## config.mk

```make
export PLATFORM = sky130hd
export DESIGN_NAME = count_capture_fifo_flat
export DESIGN_NICKNAME = d
export VERILOG_FILES = /design/src/rtl/count_capture_fifo_pkg.sv /design/src/rtl/count_capture_fifo_if.sv /design/src/rtl/count_capture_fifo_capture_edge_det.sv /design/src/rtl/count_capture_fifo.sv /design/src/flat_wrapper.sv
export SDC_FILE = /design/constraint.sdc
export NUM_CORES = 1
export LEC_CHECK = 0
export BUFFER_PORTS_ARGS = -buffer_cell sky130_fd_sc_hd__buf_2
export CORE_MARGIN = 2
export CORE_UTILIZATION = 30
export CTS_CLUSTER_SIZE = 40
export DETAILED_ROUTE_END_ITERATION = 7
export PLACE_DENSITY_LB_ADDON = 0.08
export SLEW_MARGIN = 10
export SYNTH_ARGS = -nofsm -noshare
export SYNTH_HDL_FRONTEND = slang
export SYNTH_SLANG_ARGS = --single-unit
```

## constraint.sdc

```tcl
create_clock -name clk -period 2.9 [get_ports clk]
set_input_delay 0.29 -clock clk [delete_from_list [all_inputs] [get_ports clk]]
set_output_delay 0.29 -clock clk [all_outputs]
set_load 0.02 [all_outputs]
```

## src/rtl/count_capture_fifo_pkg.sv

```systemverilog
// Shared definitions for the count capture FIFO slice.
// Holds the default data width (shared with the up-counter), the legal DEPTH
// range, and helpers for the pointer width and the DEPTH legality check.
package count_capture_fifo_pkg;

    localparam int DEFAULT_WIDTH = 8;   // counter output width
    localparam int DEFAULT_DEPTH = 4;
    localparam int MIN_DEPTH     = 2;
    localparam int MAX_DEPTH     = 16;

    // Pointer width for a power-of-two DEPTH.
    function automatic int addr_w(input int depth);
        return $clog2(depth);
    endfunction

    // DEPTH must be a power of two inside [MIN_DEPTH, MAX_DEPTH] so that the
    // pointers can wrap by simple overflow.
    function automatic bit depth_legal(input int depth);
        return (depth >= MIN_DEPTH) && (depth <= MAX_DEPTH) &&
               ((depth & (depth - 1)) == 0);
    endfunction

endpackage

```

## src/rtl/count_capture_fifo_if.sv

```systemverilog
// Bus interface of the count capture FIFO.
// master : drives count_in, capture, rd_en, clr_ovf; observes FIFO status.
// slave  : the FIFO itself; returns rd_data/rd_valid, empty/full/level and
//          the sticky overflow flag.
interface count_capture_fifo_if
    import count_capture_fifo_pkg::*;
#(
    parameter int WIDTH = DEFAULT_WIDTH,
    parameter int DEPTH = DEFAULT_DEPTH
);
    localparam int LVL_W = addr_w(DEPTH) + 1;

    logic [WIDTH-1:0] count_in;
    logic             capture;
    logic             rd_en;
    logic             clr_ovf;
    logic [WIDTH-1:0] rd_data;
    logic             rd_valid;
    logic             empty;
    logic             full;
    logic [LVL_W-1:0] level;
    logic             overflow;

    modport master (
        output count_in, capture, rd_en, clr_ovf,
        input  rd_data, rd_valid, empty, full, level, overflow
    );

    modport slave (
        input  count_in, capture, rd_en, clr_ovf,
        output rd_data, rd_valid, empty, full, level, overflow
    );
endinterface

```

## src/rtl/count_capture_fifo_capture_edge_det.sv

```systemverilog
// Rising-edge detector for the capture strobe.
// Ports:
//   clk       - system clock
//   reset     - asynchronous active-high reset (clears the history register)
//   i_capture - capture strobe, synchronous to clk
//   o_cap_evt - single-cycle event on the first high cycle of i_capture
module capture_edge_det (
    input  logic clk,
    input  logic reset,
    input  logic i_capture,
    output logic o_cap_evt
);
    logic r_capture_q;

    always_ff @(posedge clk or posedge reset) begin
        if (reset) begin
            r_capture_q <= 1'b0;
        end else begin
            r_capture_q <= i_capture;
        end
    end

    // Held-high strobes produce only one event.
    assign o_cap_evt = i_capture & ~r_capture_q;
endmodule

```

## src/rtl/count_capture_fifo.sv

```systemverilog
// Count capture FIFO: snapshots the live counter value on a capture event and
// buffers the snapshots for a slower reader.
// Ports:
//   clk   - system clock, all state on its rising edge
//   reset - asynchronous active-high reset, discards all stored entries
//   bus   - slave side of count_capture_fifo_if (count_in, capture, rd_en,
//           clr_ovf in; rd_data, rd_valid, empty, full, level, overflow out)
module count_capture_fifo
    import count_capture_fifo_pkg::*;
#(
    parameter int WIDTH        = DEFAULT_WIDTH,
    parameter int DEPTH        = DEFAULT_DEPTH,
    parameter int CAPTURE_EDGE = 1
) (
    input  logic                  clk,
    input  logic                  reset,
    count_capture_fifo_if.slave   bus
);
    localparam int ADDR_W = addr_w(DEPTH);
    localparam int LVL_W  = ADDR_W + 1;
    localparam logic [LVL_W-1:0] FULL_LEVEL = LVL_W'(DEPTH);

    if (!depth_legal(DEPTH)) begin : g_bad_depth
        $error("count_capture_fifo: DEPTH must be a power of two in 2..16");
    end

    logic [WIDTH-1:0]  r_mem [DEPTH];
    logic [ADDR_W-1:0] r_wr_ptr;
    logic [ADDR_W-1:0] r_rd_ptr;
    logic [LVL_W-1:0]  r_level;
    logic [WIDTH-1:0]  r_rd_data;
    logic              r_rd_valid;
    logic              r_overflow;

    logic w_cap_evt;
    logic w_empty;
    logic w_full;
    logic w_rd_ok;
    logic w_wr_ok;
    logic w_drop;

    if (CAPTURE_EDGE != 0) begin : g_edge
        capture_edge_det u_edge_det (
            .clk       (clk),
            .reset     (reset),
            .i_capture (bus.capture),
            .o_cap_evt (w_cap_evt)
        );
    end else begin : g_level
        assign w_cap_evt = bus.capture;
    end

    assign w_empty = (r_level == '0);
    assign w_full  = (r_level == FULL_LEVEL);

    // A read on empty is ignored, so a capture into an empty FIFO is never
    // bypassed to the read side. A capture into a full FIFO succeeds only if
    // a real read frees the slot in the same cycle.
    assign w_rd_ok = bus.rd_en && !w_empty;
    assign w_wr_ok = w_cap_evt && (!w_full || w_rd_ok);
    assign w_drop  = w_cap_evt && !w_wr_ok;

    // Storage has no reset; level gating guarantees that unwritten entries
    // are never popped.
    always_ff @(posedge clk) begin
        if (w_wr_ok) begin
            r_mem[r_wr_ptr] <= bus.count_in;
        end
    end

    always_ff @(posedge clk or posedge reset) begin
        if (reset) begin
            r_wr_ptr   <= '0;
            r_rd_ptr   <= '0;
            r_level    <= '0;
            r_rd_data  <= '0;
            r_rd_valid <= 1'b0;
            r_overflow <= 1'b0;
        end else begin
            r_rd_valid <= w_rd_ok;
            if (w_rd_ok) begin
                // When full with a simultaneous write, wr_ptr == rd_ptr; the
                // nonblocking read still returns the old (oldest) entry.
                r_rd_data <= r_mem[r_rd_ptr];
                r_rd_ptr  <= r_rd_ptr + ADDR_W'(1);
            end
            if (w_wr_ok) begin
                r_wr_ptr <= r_wr_ptr + ADDR_W'(1);
            end
            case ({w_wr_ok, w_rd_ok})
                2'b10:   r_level <= r_level + LVL_W'(1);
                2'b01:   r_level <= r_level - LVL_W'(1);
                default: r_level <= r_level;
            endcase
            // A fresh drop outranks a clear in the same cycle.
            if (w_drop) begin
                r_overflow <= 1'b1;
            end else if (bus.clr_ovf) begin
                r_overflow <= 1'b0;
            end
        end
    end

    assign bus.rd_data  = r_rd_data;
    assign bus.rd_valid = r_rd_valid;
    assign bus.empty    = w_empty;
    assign bus.full     = w_full;
    assign bus.level    = r_level;
    assign bus.overflow = r_overflow;
endmodule

```

## src/flat_wrapper.sv

```systemverilog
// flat-port wrapper written by rule: the top's interface ports become plain ports
module count_capture_fifo_flat import count_capture_fifo_pkg::*;
#(
    parameter int WIDTH        = DEFAULT_WIDTH,
    parameter int DEPTH        = DEFAULT_DEPTH,
    parameter int CAPTURE_EDGE = 1
)
  (clk, reset, bus_count_in, bus_capture, bus_rd_en, bus_clr_ovf, bus_rd_data, bus_rd_valid, bus_empty, bus_full, bus_level, bus_overflow);
  count_capture_fifo_if #(.WIDTH(WIDTH), .DEPTH(DEPTH)) bus_i ();
  input  logic clk;
  input  logic reset;
  input wire logic [$bits(bus_i.count_in)-1:0] bus_count_in;
  input wire logic [$bits(bus_i.capture)-1:0] bus_capture;
  input wire logic [$bits(bus_i.rd_en)-1:0] bus_rd_en;
  input wire logic [$bits(bus_i.clr_ovf)-1:0] bus_clr_ovf;
  output wire logic [$bits(bus_i.rd_data)-1:0] bus_rd_data;
  output wire logic [$bits(bus_i.rd_valid)-1:0] bus_rd_valid;
  output wire logic [$bits(bus_i.empty)-1:0] bus_empty;
  output wire logic [$bits(bus_i.full)-1:0] bus_full;
  output wire logic [$bits(bus_i.level)-1:0] bus_level;
  output wire logic [$bits(bus_i.overflow)-1:0] bus_overflow;
  assign bus_i.count_in = bus_count_in;
  assign bus_i.capture = bus_capture;
  assign bus_i.rd_en = bus_rd_en;
  assign bus_i.clr_ovf = bus_clr_ovf;
  assign bus_rd_data = bus_i.rd_data;
  assign bus_rd_valid = bus_i.rd_valid;
  assign bus_empty = bus_i.empty;
  assign bus_full = bus_i.full;
  assign bus_level = bus_i.level;
  assign bus_overflow = bus_i.overflow;
  count_capture_fifo #(.WIDTH(WIDTH), .DEPTH(DEPTH), .CAPTURE_EDGE(CAPTURE_EDGE)) u_core (.clk(clk), .reset(reset), .bus(bus_i));
endmodule
```

==> results.txt <==
* Power per cell area: around 940 mW/mm2
- Measured against its own limit, the worst slew margin works out to about 50%.
- Final routed DRC violation total: 0
- Ant diodes: 0
* Pin count of the biggest net entering global routing: 19
* Post-CTS resize count: 0
- Counting flops with an async set or reset pin after synthesis yields a share of roughly 36%.
* H-tree depth reported by CTS: 2
- Summed over all layers, the routed wires come to ~3800 um.
* Part of the cycle the worst path needs: approximately four fifths
- Clk root buf: clkbuf_8
- The worst register-to-register path has a depth of 9.
- Hold-fix buffers at CTS: 0
* Hold Path Class: primary input to asynchronous set/reset pin
- The endpoint identified for the worst register-to-register timing path is u_core.bus.level[2].
* Antenna violations before repair: 0
- Area growth from synthesis to layout: 15.9%
- Mean instance size in the synthesized netlist: approximately 17 um2
- In this run the standard cell core region covers 0.00639 mm2.
- Delay of the slowest critical-path stage: 560 ps
* Netlist Area Pre-Place: 0.00199 mm2
- The HPWL after detailed placement is 2500 um.
- Number of rows in the core area: 29
* Buffers inserted during post-CTS setup optimization: 0
- I/O Pins: 28
* Worst-case vdd ir drop: 0.519 mV
* Number of CTS-inserted buffers: 5
- Overall die height: ~86 um
* # Max-Cap Violations: 0
- Power comes to ~2.2 mW.
- Final Hold Viols: 0
* Worst Tran Pin Value: about 750 ps
- Final critical path time including I/O delays and setup: 2320 ps
- Cell count after synthesis: 120
- Summing the sequential cell areas from Yosys gives 70.8% of the chip area.
* Yosys top cell by area: edfxtp_1
- Summed over all cells, the static leakage comes to between 0.9 and 1 nW.
- Data arrives at the worst endpoint at approximately 2600 ps.
- Setup repair after global routing missed its margin: false
- For the worst-skew pair, the clock arrives at the later sink with an insertion delay of slightly above 300 ps.
- Clock tree sinks: 50
- The first detailed-routing pass took 4 iterations.
- Total Nets Final: roughly 170
* Wire length of the first global-routing pass: roughly 6000 um
- Yosys mapped a number of flops with a built-in enable equal to 32.
- Summed over all failing endpoints, the final setup total negative slack is 0 ps.
- After filler insertion, the fill cell instance count of the layout stands at 632.
* Critical-path cell with the highest stage delay: or4b_1
* Beginning of the worst register-to-register path: u_core.bus.level[0]
- On the final layout, the worst clock skew is 5.38 ps.
- Global placer's final weighted congestion: slightly below 0.8
- Number of warnings printed during yosys synthesis: 0
- Clock-pin transition on the worst setup and hold timing paths: about 90 ps
- Yosys attributes the largest share of cell area to edfxtp_1 (48%), dfrtp_1 (23%), mux4_2 (9.0%), nand2_1 (4.7%), ha_1 (3.1%).
* Count of state elements after synthesis: 50
* Count of buffers from port buffering: 27
* Number of vias per cell: about 4.5
- The floorplan step defined a die boundary enclosing 0.00732 mm2.
* Via count of the routed design: just over 1k
- The max-slew violation count is 0.
- Total congestion overflow: 0
- Number of unique standard cell types used by synthesis: 23
- Of the cells placed in the final design, the portion with a size suffix greater than 1 is between 30 and 40%.
- The signal on the critical path passes through or4b_1 -> nor2b_4 -> inv_1 -> ha_1 -> inv_1 -> fa_1 -> xor2_1 -> nor2_1 -> xor2_1.
- Wirelength per Cell: around 16 um
* Reg2Reg Setup Slack: between 500 and 600 ps
- Top fanout value on the critical path: 7
* Clk buf depth: 2
* Overall Global Routing Usage: a little under an eighth
- Worst EP required: approximately 3100 ps
- Die width: between 80 and 90 um
* Area share of the leading cell type in the synthesized netlist: between 40% and 50%
- After the first detailed-routing iteration, the DRC count stood at between 50 and 60.
* Class of the most critical setup path: register to register
- For this run, the top clock speed supported by timing is around 0.43 GHz.
* Starting Density: 31.2%
- Crit path launch type: register
* # setup viols final: 0
- TritonCTS clock tree: done
- The number of global-route vias before repair is ~1.1k.
- Most frequently used flop master after synthesis: edfxtp_1
- Result of the run: completed
- The number of nets in the synthesized netlist is ~140.
- Number of nets with antenna violations after detailed routing: 0
* Critical path capture point type: register
[state kept, by name, indices dropped and copies added (netlist names)]
signal / count
u_core.bus.rd_valid: 1
u_core.g_edge.u_edge_det.r_capture_q: 1
u_core.bus.overflow: 1
u_core.r_rd_ptr: 2
u_core.bus.level: 3
u_core.bus.rd_data: 8
u_core.r_mem: 32
u_core.r_wr_ptr: 2
[cell usage after synthesis (2+ instances only)]
cell type / instances
and2_2: 4
dfrtp_1: 18
edfxtp_1: 32
ha_1: 5
inv_1: 8
mux4_2: 8
nand2_1: 25
xnor2_1: 4
xor2_1: 2
[worst max-delay path by stage]
stage / slack [ps] / start / to
CTS: 550 / u_core.bus.level[0] / u_core.bus.level[2]
global placement: 620 / u_core.bus.level[0] / u_core.bus.level[2]
detailed placement: 570 / u_core.bus.level[0] / u_core.bus.level[2]
global route: 470 / u_core.bus.level[0] / u_core.bus.level[2]
floorplan: 600 / u_core.bus.level[0] / u_core.bus.level[2]
finish: 580 / u_core.bus.level[0] / u_core.bus.level[2]
[layout make-up]
class / count / area [um2] / area share (%)
clock inverters: 2 / 13.8 / 0.596
multi-input cells: 59 / 541 / 23.4
flip-flops and latches: 50 / 1410 / 61.1
clock buffers: 6 / 72.6 / 3.14
well taps: 77 / 96.3 / 4.17
inverters: 9 / 33.8 / 1.46
repair buffers: 28 / 143 / 6.17
[through the flow]
stage	hold WS, ps	std cells	util, %	setup WS [ps]	instance area (um2)
final	95.4	231	36.2	577	2310
after global routing	89.4	231	36.2	467	2310
after CTS	90.5	231	36.2	553	2310
after detailed placement	415	223	34.8	575	2220
after global placement	408	223	34.8	617	2220
after floorplan	229	120	-	603	1990
[report_power, final]
part           total, mW  internal [mW]  switching (mW)
sequential          1.09          0.922           0.168
combinational      0.677          0.314           0.364
clock              0.403          0.171           0.233
[layer usage]
layer / vias to the layer above / share of wire (%) / track usage [%] / routed length [um]
li1: 487 / - / - / -
met1: 516 / 44 / 14.2 / 1650
met2: 28 / 49 / 19.0 / 1850
met3: 7 / 5.7 / 3.27 / 214
met4: 0 / 1.8 / 4.33 / 68
met5: - / 0 / 0 / 0
[placed cells by master, fill, tap and decap left out, types with 2 or more instances in the layout]
master	netlist	layout
xnor2_1	4	4
and2_2	4	4
mux4_2	8	8
buf_2	1	27
dfrtp_1	18	18
ha_1	5	5
edfxtp_1	32	32
inv_1	8	8
clkbuf_8	0	5
xor2_1	2	2
nand2_1	25	25
[worst max-delay path: cells and delay by family, from the launching register on]
family | cells | cell delay, ps
DFF | 1 | 470
adders and majority gates | 2 | 540
xor gates and xnor gates | 2 | 290
and+or+nand+nor | 3 | 830
buffers and inverters | 2 | 120
[logic make-up after synthesis]
logic type | Yosys count | share of synthesized area, %
xor gates and xnor gates | 6 | 2.63
buffers and inverters | 11 | 2.13
and+or+nand+nor | 35 | 8.66
adders and majority gates | 6 | 4.14
AOI/OAI and AO/OA | 2 | 1.38
muxes | 10 | 10.3
DFF | 50 | 70.8
No activity file was read; power rests on OpenSTA's default activity.
